`src/rtl/instr_fetch_unit.sv`:
```
// Instruction fetch unit: owns the PC, issues one word-aligned fetch at a time and
// buffers returned words with their PCs for decode. Redirects flush the buffer and drop stale responses.
module instr_fetch_unit #(
  parameter logic [31:0] RESET_PC   = 32'h0000_0000,
  parameter int          FIFO_DEPTH = 2
) (
  input  logic        clk,
  input  logic        rst,
  input  logic        redirect_valid,
  input  logic [31:0] redirect_pc,
  output logic        imem_req,
  output logic [31:0] imem_addr,
  input  logic        imem_rvalid,
  input  logic [31:0] imem_rdata,
  output logic        out_valid,
  output logic [31:0] out_instr,
  output logic [31:0] out_pc,
  input  logic        out_ready,
  output logic        fetch_fault
);

  localparam int PTR_W = (FIFO_DEPTH > 1) ? $clog2(FIFO_DEPTH) : 1;
  localparam int CNT_W = PTR_W + 1;

  typedef enum logic [1:0] {
    ST_ISSUE,
    ST_WAIT,
    ST_HALT
  } state_t;

  state_t             state;
  logic [31:0]        pc;
  logic               drop;
  logic               req_q;
  logic               fault_q;
  logic [CNT_W-1:0]   count;
  logic [CNT_W-1:0]   count_next;
  logic [PTR_W-1:0]   wr_ptr;
  logic [PTR_W-1:0]   rd_ptr;
  logic [31:0]        fifo_pc    [FIFO_DEPTH];
  logic [31:0]        fifo_instr [FIFO_DEPTH];

  logic push;
  logic pop;
  logic aligned;
  logic rsp_pending;
  logic room_next;

  assign imem_req    = req_q;
  assign imem_addr   = {pc[31:2], 2'b00};
  assign fetch_fault = fault_q;
  assign out_valid   = (count != '0);
  assign out_instr   = out_valid ? fifo_instr[rd_ptr] : 32'h0;
  assign out_pc      = out_valid ? fifo_pc[rd_ptr]    : 32'h0;

  assign aligned = (redirect_pc[1:0] == 2'b00);
  assign push    = (state == ST_WAIT) && imem_rvalid && !drop && !redirect_valid;
  assign pop     = out_valid && out_ready && !redirect_valid;

  // A response is still owed if a request is on the bus now or was issued and has not returned yet.
  assign rsp_pending = req_q
                     || ((state == ST_WAIT) && !imem_rvalid)
                     || ((state == ST_HALT) && drop && !imem_rvalid);

  always_comb begin
    count_next = count;
    if (redirect_valid) begin
      count_next = '0;
    end else if (push && !pop) begin
      count_next = count + CNT_W'(1);
    end else if (pop && !push) begin
      count_next = count - CNT_W'(1);
    end
  end

  assign room_next = (count_next < CNT_W'(FIFO_DEPTH));

  always_ff @(posedge clk) begin
    if (rst) begin
      state   <= ST_ISSUE;
      pc      <= RESET_PC;
      drop    <= 1'b0;
      req_q   <= 1'b0;
      fault_q <= 1'b0;
      count   <= '0;
      wr_ptr  <= '0;
      rd_ptr  <= '0;
    end else begin
      count <= count_next;
      if (redirect_valid) begin
        wr_ptr <= '0;
        rd_ptr <= '0;
        pc     <= redirect_pc;
        drop   <= rsp_pending;
        if (aligned) begin
          fault_q <= 1'b0;
          // An owed response must drain before a new request may go out.
          if (rsp_pending) begin
            state <= ST_WAIT;
            req_q <= 1'b0;
          end else begin
            state <= ST_ISSUE;
            req_q <= room_next;
          end
        end else begin
          fault_q <= 1'b1;
          state   <= ST_HALT;
          req_q   <= 1'b0;
        end
      end else begin
        if (push) begin
          wr_ptr <= wr_ptr + PTR_W'(1);
        end
        if (pop) begin
          rd_ptr <= rd_ptr + PTR_W'(1);
        end
        case (state)
          ST_ISSUE: begin
            if (req_q) begin
              state <= ST_WAIT;
              req_q <= 1'b0;
            end else begin
              req_q <= room_next;
            end
          end
          ST_WAIT: begin
            if (imem_rvalid) begin
              if (!drop) begin
                pc <= pc + 32'd4;
              end
              drop  <= 1'b0;
              state <= ST_ISSUE;
              req_q <= room_next;
            end
          end
          ST_HALT: begin
            req_q <= 1'b0;
            if (imem_rvalid) begin
              drop <= 1'b0;
            end
          end
          default: begin
            state <= ST_ISSUE;
            req_q <= 1'b0;
          end
        endcase
      end
    end
  end

  always_ff @(posedge clk) begin
    if (push) begin
      fifo_pc[wr_ptr]    <= pc;
      fifo_instr[wr_ptr] <= imem_rdata;
    end
  end

endmodule

```
`config.mk`:
```
export PLATFORM = sky130hd
export DESIGN_NAME = instr_fetch_unit
export DESIGN_NICKNAME = d
export VERILOG_FILES = /design/src/rtl/instr_fetch_unit.sv
export SDC_FILE = /design/constraint.sdc
export NUM_CORES = 1
export LEC_CHECK = 0
export CAP_MARGIN = 20
export CORE_MARGIN = 8
export CORE_UTILIZATION = 25
export DETAILED_ROUTE_END_ITERATION = 8
export PLACE_DENSITY = 0.43
export SLEW_MARGIN = 30
export SYNTH_ARGS = -nofsm -noshare
export SYNTH_HDL_FRONTEND = slang
export SYNTH_SLANG_ARGS = --single-unit
```
`constraint.sdc`:
```
create_clock -name clk -period 6.25 [get_ports clk]
set_clock_uncertainty 0.2 [all_clocks]
set_input_delay 1.875 -clock clk [delete_from_list [all_inputs] [get_ports clk]]
set_output_delay 1.875 -clock clk [all_outputs]
set_load 0.05 [all_outputs]
```
==> summary.txt, run 1 <==
STA
  • Slew HR: 38.86%
  • F_max: 206.7 MHz
  • RSZ-0062 raised after global routing: no
  • Hold Vio Cnt, Final: 0
  • Final setup margin: 1.411 ns
  • Tcrit/Tclk final: 77.42%
  • Post-route minimum period: 4.839 ns
  • Setup TNS: 0 ns
  • WHS: 0.2838 ns
  • Slew Limit Fails: 0
  • Actual slew at the worst max-slew pin: 0.9142 ns
  • Final setup violation count: 0

Clocking
  • CTS root buf: clkbuf_16
  • Post-cts hold buffer count: 0
  • # resized after CTS: 0
  • Clk slew on worst S/H paths: 0.07 ns
  • CTS tree: done
  • Max H-tree Level: 4
  • Postcts setup bufs: 0
  • TritonCTS buffer count: 17
  • Clk buf depth: 2
  • Skew-Pair Late Insertion Delay: 0.42 ns
  • CTS Sinks: 170

Logic synthesis
  • Synth async-reset ratio: 0%
  • Post-synth EDFFs: 128
  • Commonest cells in the netlist: edfxtp_1 (128), nor2_1 (98), mux2i_1 (67), dfxtp_1 (42), buf_4 (32)
  • #FFs+latches synth: 170
  • Post-Syn Area: 7480 sq um
  • Top FF cell, synth: edfxtp_1
  • Syn Area/Cell: 12.26 sq um
  • Distinct cells, synth: 54
  • Ys Warns: 0
  • Most frequent cell after synthesis: edfxtp_1
  • Leading area contributor after synthesis: edfxtp_1
  • Ranking of synthesized cells by area: edfxtp_1 (51%), dfxtp_1 (11%), mux2i_1 (9.0%), nor2_1 (4.9%), buf_4 (3.2%)
  • Sequential area share after synthesis: 62.63%
  • Synth top area share: 51.39%
  • Mapped Cells: 610

Placement
  • GPL Wtd Cong: 0.7524
  • Detailed Place HPWL: 14.26 mm
  • Post-Place Cells: 1110
  • Pre-CTS WS: 1.331 ns
  • IO buf count: 165

Floorplan
  • Die ar.: 35710 sq um
  • Initial core utilization: 25.30%
  • Die Span Y: 189.0 microns
  • Die width: 189.0 microns
  • Row cnt: 63
  • Core ar.: 29560 sq um
  • Ports: 168

Detailed routing
  • Final ANT Viol Nets: 0
  • Via density: 4.503
  • Drt first pass iters: 6
  • Starting DRT DRC Count: 235
  • DR DRC count: 0
  • Routed length per instance: 18.14 microns
  • Routed vias: 5147
  • Final wirelength: 20.74 mm

Global routing
  • Overall Global Routing Usage: 11.65%
  • First-pass GRT wire length: 32.24 mm
  • Grt ovf: 0
  • Vias in the first global route: 5380
  • Initial antenna violation count: 0
  • Pin count of the biggest net entering global routing: 65

Job
  • Max cap viols: 0

Worst setup path
  • CP max FO: 48
  • Critical Path End Type: output pin
  • Crit Path Class: flop to output pin
  • Startpoint types: flop
  • Critical Path AT: 2.76 ns
  • Worst path required time: 4.18 ns

Finish
  • Fillers: 2984
  • FF/Latch Area: 4688 sq um
  • Antenna cells: 0
  • Layout area overhead: 33.29%
  • Fraction of layout cells with a size suffix above 1: 7.171%
  • Area of the multi-input gates: 2369 sq um
  • Final cell count without fillers: 1143
  • NumNets Final: 816
  • Fin util: 33.73%

Power and ir drop
  • Leak pwr: 3.194 nW
  • PwrDens: 249.9 nW/um^2
  • VDD IR max: 0.0001646 V

Hold path
  • Min-delay worst type: flop to flop

Run status
  • Status: complete, no violations
==> state kept, by name (all words and copies together) (netlist names), named ones only <==
register     count
state            2
pc              32
fetch_fault      1
wr_ptr           1
count            2
drop             1
imem_req         1
fifo_pc         64
rd_ptr           1
fifo_instr      64
==> path summary, 6_finish.rpt <==
kind,from,to,slack [ns],cells after the start
setup / recovery,count[0]$_SDFFE_PP0P_,out_pc[13],1.41,5
hold / removal,fetch_fault$_SDFFE_PP0P_,fetch_fault$_SDFFE_PP0P_,0.28,1
setup reg to reg,state[1]$_SDFFE_PP0P_,imem_req$_SDFFE_PP0P_,3.16,10
hold reg to reg,fetch_fault$_SDFFE_PP0P_,fetch_fault$_SDFFE_PP0P_,0.28,1
==> stage by stage <==
stage               cell area (sq um)  total power, mW
finish                           9970            2.492
global route                     9970            2.592
CTS                              9946            2.533
detailed placement               9382            1.492
global placement                 9325            1.487
floorplan                        7483            1.404
==> final cells by class <==
class                           instances  share of cell area [%]
Sequential cell                       170                   47.03
Multi-Input combinational cell        352                   23.76
Timing Repair Buffer                  175                   17.76
Tap cell                              390                   4.895
Clock buffer                           20                   4.593
Clock inverter                         12                   1.067
Inverter                               24                  0.9036
==> worst max-delay path: stages (launching register included) <==
cell and delay [ns]:
dfxtp_1 0.32, inv_1 0.06, ha_2 0.45, buf_4 0.55
nor2_1 0.18, clkdlybuf4s50_1 0.74
==> placed cells by master, fill, tap and decap left out, types with 9 or more instances in the layout <==
| cell | synthesis | routed |
|---|---|---|
| edfxtp_1 | 128 | 128 |
| a211oi_1 | 10 | 10 |
| o21ai_0 | 9 | 9 |
| clkdlybuf4s50_1 | 0 | 164 |
| nor2_1 | 98 | 97 |
| nand4_1 | 9 | 9 |
| dfxtp_1 | 42 | 41 |
| nor3_1 | 14 | 14 |
| mux2i_1 | 67 | 67 |
| inv_1 | 24 | 24 |
| a21oi_1 | 9 | 9 |
| nand2_1 | 19 | 19 |
| clkbuf_16 | 0 | 18 |
==> routing by layer <==
metal / wire length [microns] / global-route usage [%]
met1: 9810 / 15.25
met2: 9618 / 18.72
met3: 1036 / 2.925
met4: 270 / 3.488
met5: 0 / 0
==> kinds of logic after synthesis <==
kind of cell	Yosys count	synth area share [%]
AO/OA/AOI/OAI	67	6.624
XOR/XNOR	10	1.171
adder cells (fa/ha/maj)	7	1.171
buffers and inverters	89	6.122
flip-flops	170	62.63
multiplexers	67	8.966
other	1	0.05014
AND/OR/NAND/NOR	199	13.27
==> power breakdown <==
group | switching [mW] | leakage (nW) | total (mW) | internal, mW
sequential | 0.0324 | 1.51 | 1.26 | 1.23
combinational | 0.114 | 1.41 | 0.200 | 0.0857
clock | 0.480 | 0.273 | 1.03 | 0.548
Note: power is estimated with default switching activity, not from simulation.
==> run 2, diff against run 1 <==
==> constraint.sdc (replaced) <==
create_clock -name clk -period 4.9 [get_ports clk]
set_clock_uncertainty 0.2 [all_clocks]
set_input_delay 1.47 -clock clk [delete_from_list [all_inputs] [get_ports clk]]
set_output_delay 1.47 -clock clk [all_outputs]
set_load 0.05 [all_outputs]
==> run 2 against run 1 <==
Against the previous run:
- hold slack lost 0.0029 ns
- wire length shrank 1.4%
- critical path depth unchanged
- flip-flop and latch count unchanged
- highest routed layer unchanged
==> summary.txt, run 2 (synthesis results as in run 1) <==
Global routing
  • First-pass GRT wire length: 31.79 mm (was 32.24 mm)
  • Grt ovf: 0 (unchanged)
  • GRT met3 Usage: 2.539% (was 2.925%)
  • Met2 global-route usage: 19.04% (was 18.72%)
  • GR Layer Usage met1: 14.74% (was 15.25%)
  • Grt peak-use layer: met2 (unchanged)
  • Pin count of the biggest net entering global routing: 51 (was 65)
  • Overall Global Routing Usage: 11.44% (was 11.65%)
  • Vias in the first global route: 5320 (was 5380)
  • Initial antenna violation count: 0 (unchanged)

Worst setup path
  • Buf/Inv on CP: 3 (unchanged)
  • R2r setup slk: 1.69 ns (was 3.16 ns)
  • FF-to-FF path depth: 10 (unchanged)
  • Crit Path Class: flop to output pin (unchanged)
  • CP peak stage delay: 0.77 ns (was 0.74 ns)
  • CP max FO: 35 (was 48)
  • Delay-heaviest family, CP: buffers and inverters (unchanged)
  • Critical Path AT: 2.68 ns (was 2.76 ns)
  • FF-to-FF Start: count[0]$_SDFFE_PP0P_ (was state[1]$_SDFFE_PP0P_)
  • Critical Path Slowest Stage Cell: ha_2 (was clkdlybuf4s50_1)
  • Startpoint types: flop (unchanged)
  • Worst path required time: 3.23 ns (was 4.18 ns)
  • Worst-path cell chain: inv_1 > ha_2 > buf_12 > nor2_1 > clkdlybuf4s50_1 (was inv_1 > ha_2 > buf_4 > nor2_1 > clkdlybuf4s50_1)
  • Critical Path End Type: output pin (unchanged)
  • Worst r2r dst: imem_req$_SDFFE_PP0P_ (unchanged)

Power and ir drop
  • VDD IR max: 0.0001880 V (was 0.0001646 V)
  • PwrDens: 327.1 nW/um^2 (was 249.9 nW/um^2)
  • Leak pwr: 3.214 nW (was 3.194 nW)

Floorplan
  • Die ar.: 35710 sq um (unchanged)
  • Die Span Y: 189.0 microns (unchanged)
  • Initial core utilization: 25.30% (unchanged)
  • Core ar.: 29560 sq um (unchanged)
  • Die width: 189.0 microns (unchanged)
  • Ports: 168 (unchanged)
  • Row cnt: 63 (unchanged)

STA
  • Slew HR: 38.46% (was 38.86%)
  • Tcrit/Tclk final: 88.76%
  • WHS: 0.2808 ns (was 0.2838 ns)
  • Slew Limit Fails: 0 (unchanged)
  • Post-route minimum period: 4.349 ns
  • Hold Vio Cnt, Final: 0 (unchanged)
  • F_max: 229.9 MHz
  • RSZ-0062 raised after global routing: no (unchanged)
  • Setup TNS: 0 ns (unchanged)
  • Actual slew at the worst max-slew pin: 0.9203 ns (was 0.9142 ns)
  • Final setup margin: 0.5507 ns (was 1.411 ns)
  • Final setup violation count: 0 (unchanged)

Detailed routing
  • Via density: 4.489 (was 4.503)
  • Drt first pass iters: 6 (unchanged)
  • DR DRC count: 0 (unchanged)
  • Final ANT Viol Nets: 0 (unchanged)
  • Final wirelength: 20.44 mm (was 20.74 mm)
  • Routed length per instance: 17.87 microns (was 18.14 microns)
  • Routed vias: 5135 (was 5147)
  • Starting DRT DRC Count: 219 (was 235)

Clocking
  • CTS Sinks: 170 (unchanged)
  • Clk buf depth: 2 (unchanged)
  • # resized after CTS: 0 (unchanged)
  • Post-cts hold buffer count: 0 (unchanged)
  • Postcts setup bufs: 0 (unchanged)
  • Max H-tree Level: 4 (unchanged)
  • TritonCTS buffer count: 17 (unchanged)
  • Clk slew on worst S/H paths: 0.07 ns (about the same)
  • Skew-Pair Late Insertion Delay: 0.42 ns (about the same)
  • CTS root buf: clkbuf_16 (unchanged)
  • CTS tree: done (unchanged)

Hold path
  • Min-delay worst type: flop to flop (unchanged)
  • Hold path depth: 1 (unchanged)
  • Hold Crit Start: fetch_fault$_SDFFE_PP0P_ (unchanged)
  • Hold Path Sink: fetch_fault$_SDFFE_PP0P_ (unchanged)

Job
  • Max cap viols: 0 (unchanged)

Placement
  • Post-Place Cells: 1112 (was 1110)
  • GPL Wtd Cong: 0.7535 (was 0.7524)
  • Detailed Place HPWL: 14.31 mm (was 14.26 mm)
  • Pre-CTS WS: 0.6577 ns (was 1.331 ns)
  • IO buf count: 165 (unchanged)

Run status
  • Status: complete, no violations (unchanged)

Finish
  • Most common cell after layout, fill and taps aside: clkdlybuf4s50_1 (unchanged)
  • Antenna cells: 0 (unchanged)
  • NumNets Final: 817 (was 816)
  • Fraction of layout cells with a size suffix above 1: 7.294% (was 7.171%)
  • Layout area overhead: 33.94% (was 33.29%)
  • Top flop regs: fifo_instr: 64 flops, fifo_pc: 64 flops, pc: 32 flops (unchanged)
  • Most frequent cells in the layout: clkdlybuf4s50_1 (164), edfxtp_1 (128), nor2_1 (97), mux2i_1 (67), dfxtp_1 (41) (unchanged)
  • Final cell count without fillers: 1144 (was 1143)
-- run 2: changes by cell type in the layout (fill, tap and decap cells not counted), moves of 2 or more --
cell,before,now
clkinvlp_4,2,0
clkbuf_1,2,0
clkinv_1,0,2
buf_12,2,4
bufinv_16,0,3
inv_8,3,1
-- run 2: worst max path at each step --
stage | startpoint | cells after the start | end
floorplan | redirect_valid | 5 | fifo_instr[0][0]$_DFFE_PP_
global placement | imem_rvalid | 9 | imem_req$_SDFFE_PP0P_
detailed placement | imem_rvalid | 9 | imem_req$_SDFFE_PP0P_
CTS | count[0]$_SDFFE_PP0P_ | 5 | out_pc[13]
global route | count[0]$_SDFFE_PP0P_ | 5 | out_pc[13]
finish | count[0]$_SDFFE_PP0P_ | 5 | out_pc[12]
-- run 2: metrics by stage --
step / utilization (%) / area (sq um) / total power [mW]
after floorplan: - / 7486 / 1.791
after global placement: 31.82 / 9405 / 1.899
after detailed placement: 31.82 / 9405 / 1.903
after CTS: 33.89 / 10020 / 3.337
after global routing: 33.89 / 10020 / 3.401
final: 33.89 / 10020 / 3.277
-- run 2: area by class of cell --
| cell class | instances | area, sq um |
|---|---|---|
| Clock inverter | 15 | 187.7 |
| Multi-Input combinational cell | 352 | 2360 |
| Tap cell | 390 | 488.0 |
| Inverter | 24 | 90.09 |
| Fill cell | 2936 | 19540 |
| Sequential cell | 170 | 4688 |
| Timing Repair Buffer | 176 | 1779 |
| Clock buffer | 17 | 425.4 |
-- run 2: routing by layer --
layer / up-vias / wire length, microns
met5: - / 0
li1: 2478 / -
met4: 0 / 199
met3: 13 / 986
met2: 142 / 9601
met1: 2502 / 9653
-- run 2: power by group --
part	internal [mW]	switching, mW	total (mW)	leakage, nW
clock network	0.816	0.592	1.41	0.303
registers	1.57	0.0403	1.61	1.51
logic	0.111	0.147	0.258	1.40
total	2.50	0.780	3.28	3.21
==> run 3, diff against run 2 <==
--- a/config.mk
+++ b/config.mk
@@ -6,9 +6,10 @@
 export NUM_CORES = 1
 export LEC_CHECK = 0
 export CAP_MARGIN = 20
-export CORE_MARGIN = 8
+export CORE_MARGIN = 2
 export CORE_UTILIZATION = 25
 export DETAILED_ROUTE_END_ITERATION = 8
+export GPL_TIMING_DRIVEN = 0
 export PLACE_DENSITY = 0.43
 export SLEW_MARGIN = 30
 export SYNTH_ARGS = -nofsm -noshare
==> run 3 against run 2 <==
Against the previous run:
- first-iteration DRC count increased by 4.6%
- final cell count increased by 4.8%
- sequential power about the same
- via count rose by 4.7%
- power decreased by 0.23%
- critical endpoint is now out_pc[18]
- clock-buffer cell count grew 1
==> summary.txt, run 3 (synthesis results as in run 1) <==
Run status
  • Status: complete, no violations (unchanged)

STA
  • Slew Limit Fails: 0 (unchanged)
  • Tcrit/Tclk final: 95.30% (was 88.76%)
  • Hold Vio Cnt, Final: 0 (unchanged)
  • Post-route minimum period: 4.670 ns (was 4.349 ns)
  • RSZ-0062 raised after global routing: no (unchanged)
  • F_max: 214.1 MHz (was 229.9 MHz)
  • Actual slew at the worst max-slew pin: 0.7806 ns (was 0.9203 ns)
  • Final setup violation count: 0 (unchanged)
  • WHS: 0.2883 ns (was 0.2808 ns)
  • Slew HR: 47.96% (was 38.46%)

Worst setup path
  • Startpoint types: flop (unchanged)
  • Crit Path Class: flop to output pin (unchanged)
  • Critical Path End Type: output pin (unchanged)
  • Buf/Inv on CP: 2 (was 3)
  • CP max FO: 10 (was 35)
  • Critical Path Slowest Stage Cell: clkdlybuf4s50_1 (was ha_2)
  • FF-to-FF path depth: 10 (unchanged)
  • R2r setup slk: 1.76 ns (was 1.69 ns)
  • Delay-heaviest family, CP: buffers and inverters (unchanged)
  • Worst-path cell chain: clkbuf_1 > mux2i_1 > nor2_1 > clkdlybuf4s50_1 (was inv_1 > ha_2 > buf_12 > nor2_1 > clkdlybuf4s50_1)
  • FF-to-FF Start: state[1]$_SDFFE_PP0P_ (was count[0]$_SDFFE_PP0P_)
  • CP peak stage delay: 0.86 ns (was 0.77 ns)
  • Crit path depth: 4 (was 5)
  • Worst path required time: 3.23 ns (about the same)
  • Worst r2r dst: imem_req$_SDFFE_PP0P_ (unchanged)
  • Setup crit end: out_pc[18] (was out_pc[12])
  • Critical Path AT: 3.00 ns (was 2.68 ns)

Floorplan
  • Die width: 177.0 microns (was 189.0 microns)
  • Initial core utilization: 25.30% (unchanged)
  • Die Span Y: 177.0 microns (was 189.0 microns)
  • Row cnt: 63 (unchanged)
  • Die ar.: 31320 sq um (was 35710 sq um)
  • Ports: 168 (unchanged)
  • Core ar.: 29560 sq um (unchanged)

Finish
  • Most common cell after layout, fill and taps aside: clkdlybuf4s50_1 (unchanged)
  • Most frequent cells in the layout: clkdlybuf4s50_1 (163), edfxtp_1 (128), nor2_1 (97), mux2i_1 (67), dfxtp_1 (42) (was clkdlybuf4s50_1 (164), edfxtp_1 (128), nor2_1 (97), mux2i_1 (67), dfxtp_1 (41))
  • Final cell count without fillers: 1199 (was 1144)
  • Antenna cells: 0 (unchanged)
  • Design area: 10350 sq um (was 10020 sq um)
  • Top flop regs: fifo_instr: 64 flops, fifo_pc: 64 flops, pc: 32 flops (unchanged)
  • Fillers: 2921 (was 2936)
  • NumNets Final: 872 (was 817)
  • Fraction of layout cells with a size suffix above 1: 10.51% (was 7.294%)
  • Layout area overhead: 38.32% (was 33.94%)

Hold path
  • Min-delay worst type: flop to flop (unchanged)
  • Hold path depth: 1 (unchanged)

Placement
  • Detailed Place HPWL: 15.16 mm (was 14.31 mm)
  • IO buf count: 163 (was 165)
  • Instance area at placement: 9752 sq um (was 9405 sq um)
  • Post-Place Cells: 1169 (was 1112)
  • GPL Wtd Cong: 0.7747 (was 0.7535)

Clocking
  • Post-cts hold buffer count: 0 (unchanged)
  • TritonCTS buffer count: 17 (unchanged)
  • Clk buf depth: 2 (unchanged)
  • # resized after CTS: 2 (was 0)
  • Skew-Pair Late Insertion Delay: 0.42 ns (about the same)
  • CTS Sinks: 170 (unchanged)
  • Clk slew on worst S/H paths: 0.07 ns (about the same)
  • Max H-tree Level: 4 (unchanged)
  • CTS tree: done (unchanged)
  • CTS root buf: clkbuf_16 (unchanged)
  • Postcts setup bufs: 0 (unchanged)

Detailed routing
  • Final ANT Viol Nets: 0 (unchanged)
  • DR DRC count: 0 (unchanged)
  • Starting DRT DRC Count: 229 (was 219)
  • Routed vias: 5377 (was 5135)
  • Drt first pass iters: 4 (was 6)
  • Routed length per instance: 17.42 microns (was 17.87 microns)
  • Final wirelength: 20.89 mm (was 20.44 mm)
  • Via density: 4.485 (was 4.489)

Power and ir drop
  • Logic pwr share: 8.8% (was 7.9%)
  • Leak pwr: 3.419 nW (was 3.214 nW)
  • Sw Share: 24.11% (was 23.79%)
  • Seq pwr share: 49.3% (was 49.2%)
  • Psw: 0.7882 mW (was 0.7797 mW)
  • P_int: 2.481 mW (was 2.497 mW)
  • VDD IR max: 0.0002279 V (was 0.0001880 V)
  • Clock power share: 42.0% (was 43.0%)
  • PwrDens: 316.0 nW/um^2 (was 327.1 nW/um^2)

Job
  • Max cap viols: 0 (unchanged)

Global routing
  • Overall Global Routing Usage: 13.45% (was 11.44%)
  • First-pass GRT wire length: 31.80 mm (was 31.79 mm)
  • Initial antenna violation count: 0 (unchanged)
  • Vias in the first global route: 5503 (was 5320)
  • Pin count of the biggest net entering global routing: 34 (was 51)
  • Grt ovf: 0 (unchanged)
==> run 3: worst min path at each step <==
stage | startpoint | to | slack (ns)
final | fetch_fault$_SDFFE_PP0P_ | fetch_fault$_SDFFE_PP0P_ | 0.29
after global routing | pc[1]$_SDFFE_PP0P_ | fifo_pc[0][1]$_DFFE_PP_ | 0.32
after CTS | fetch_fault$_SDFFE_PP0P_ | fetch_fault$_SDFFE_PP0P_ | 0.29
after detailed placement | fetch_fault$_SDFFE_PP0P_ | fetch_fault$_SDFFE_PP0P_ | 0.26
after global placement | fetch_fault$_SDFFE_PP0P_ | fetch_fault$_SDFFE_PP0P_ | 0.27
after floorplan | pc[0]$_SDFFE_PP0P_ | fifo_pc[0][0]$_DFFE_PP_ | 0.22
==> run 3: metrics by stage <==
step	TNS (ns)	worst slack, ns	power (mW)	utilization, %
global route	0	0.02506	3.392	35.00
CTS	0	0.07352	3.315	35.01
floorplan	0	0.5280	1.791	-
global placement	-211.42	-1.820	1.924	32.50
finish	0	0.2301	3.269	35.00
detailed placement	-0.2912	-0.2912	1.932	32.99
==> run 3: power groups by stage <==
stage	clock, mW	combinational, mW	sequential [mW]
final	1.37	0.287	1.61
after detailed placement	0	0.289	1.64
after CTS	1.41	0.291	1.61
after global routing	1.47	0.306	1.62
after floorplan	0	0.159	1.63
after global placement	0	0.283	1.64
==> run 3: worst register-to-register path, delay by kind of cell, from the launching register on <==
kind	cells	cell delay, ns
AOI/OAI and AO/OA	2	0.48
and+or+nand+nor	4	1.30
DFF	1	0.32
buffers and inverters	2	0.22
adders and majority gates	2	0.54
==> run 3: cell type report <==
cell class	instances	area (sq um)	share of cell area, %
Clock inverter	14	158.9	1.536
Inverter	24	90.09	0.8707
Sequential cell	170	4684	45.28
Buffer	63	364.1	3.519
Timing Repair Buffer	168	1762	17.03
Tap cell	390	488.0	4.716
Clock buffer	18	439.2	4.245
Multi-Input combinational cell	352	2360	22.81
==> run 3: layer usage <==
| layer | GRT usage (%) | part of all wire [%] |
|---|---|---|
| met5 | 0 | 0 |
| met4 | 3.788 | 0.99 |
| met3 | 2.771 | 4.6 |
| met2 | 22.47 | 48 |
| met1 | 17.61 | 47 |
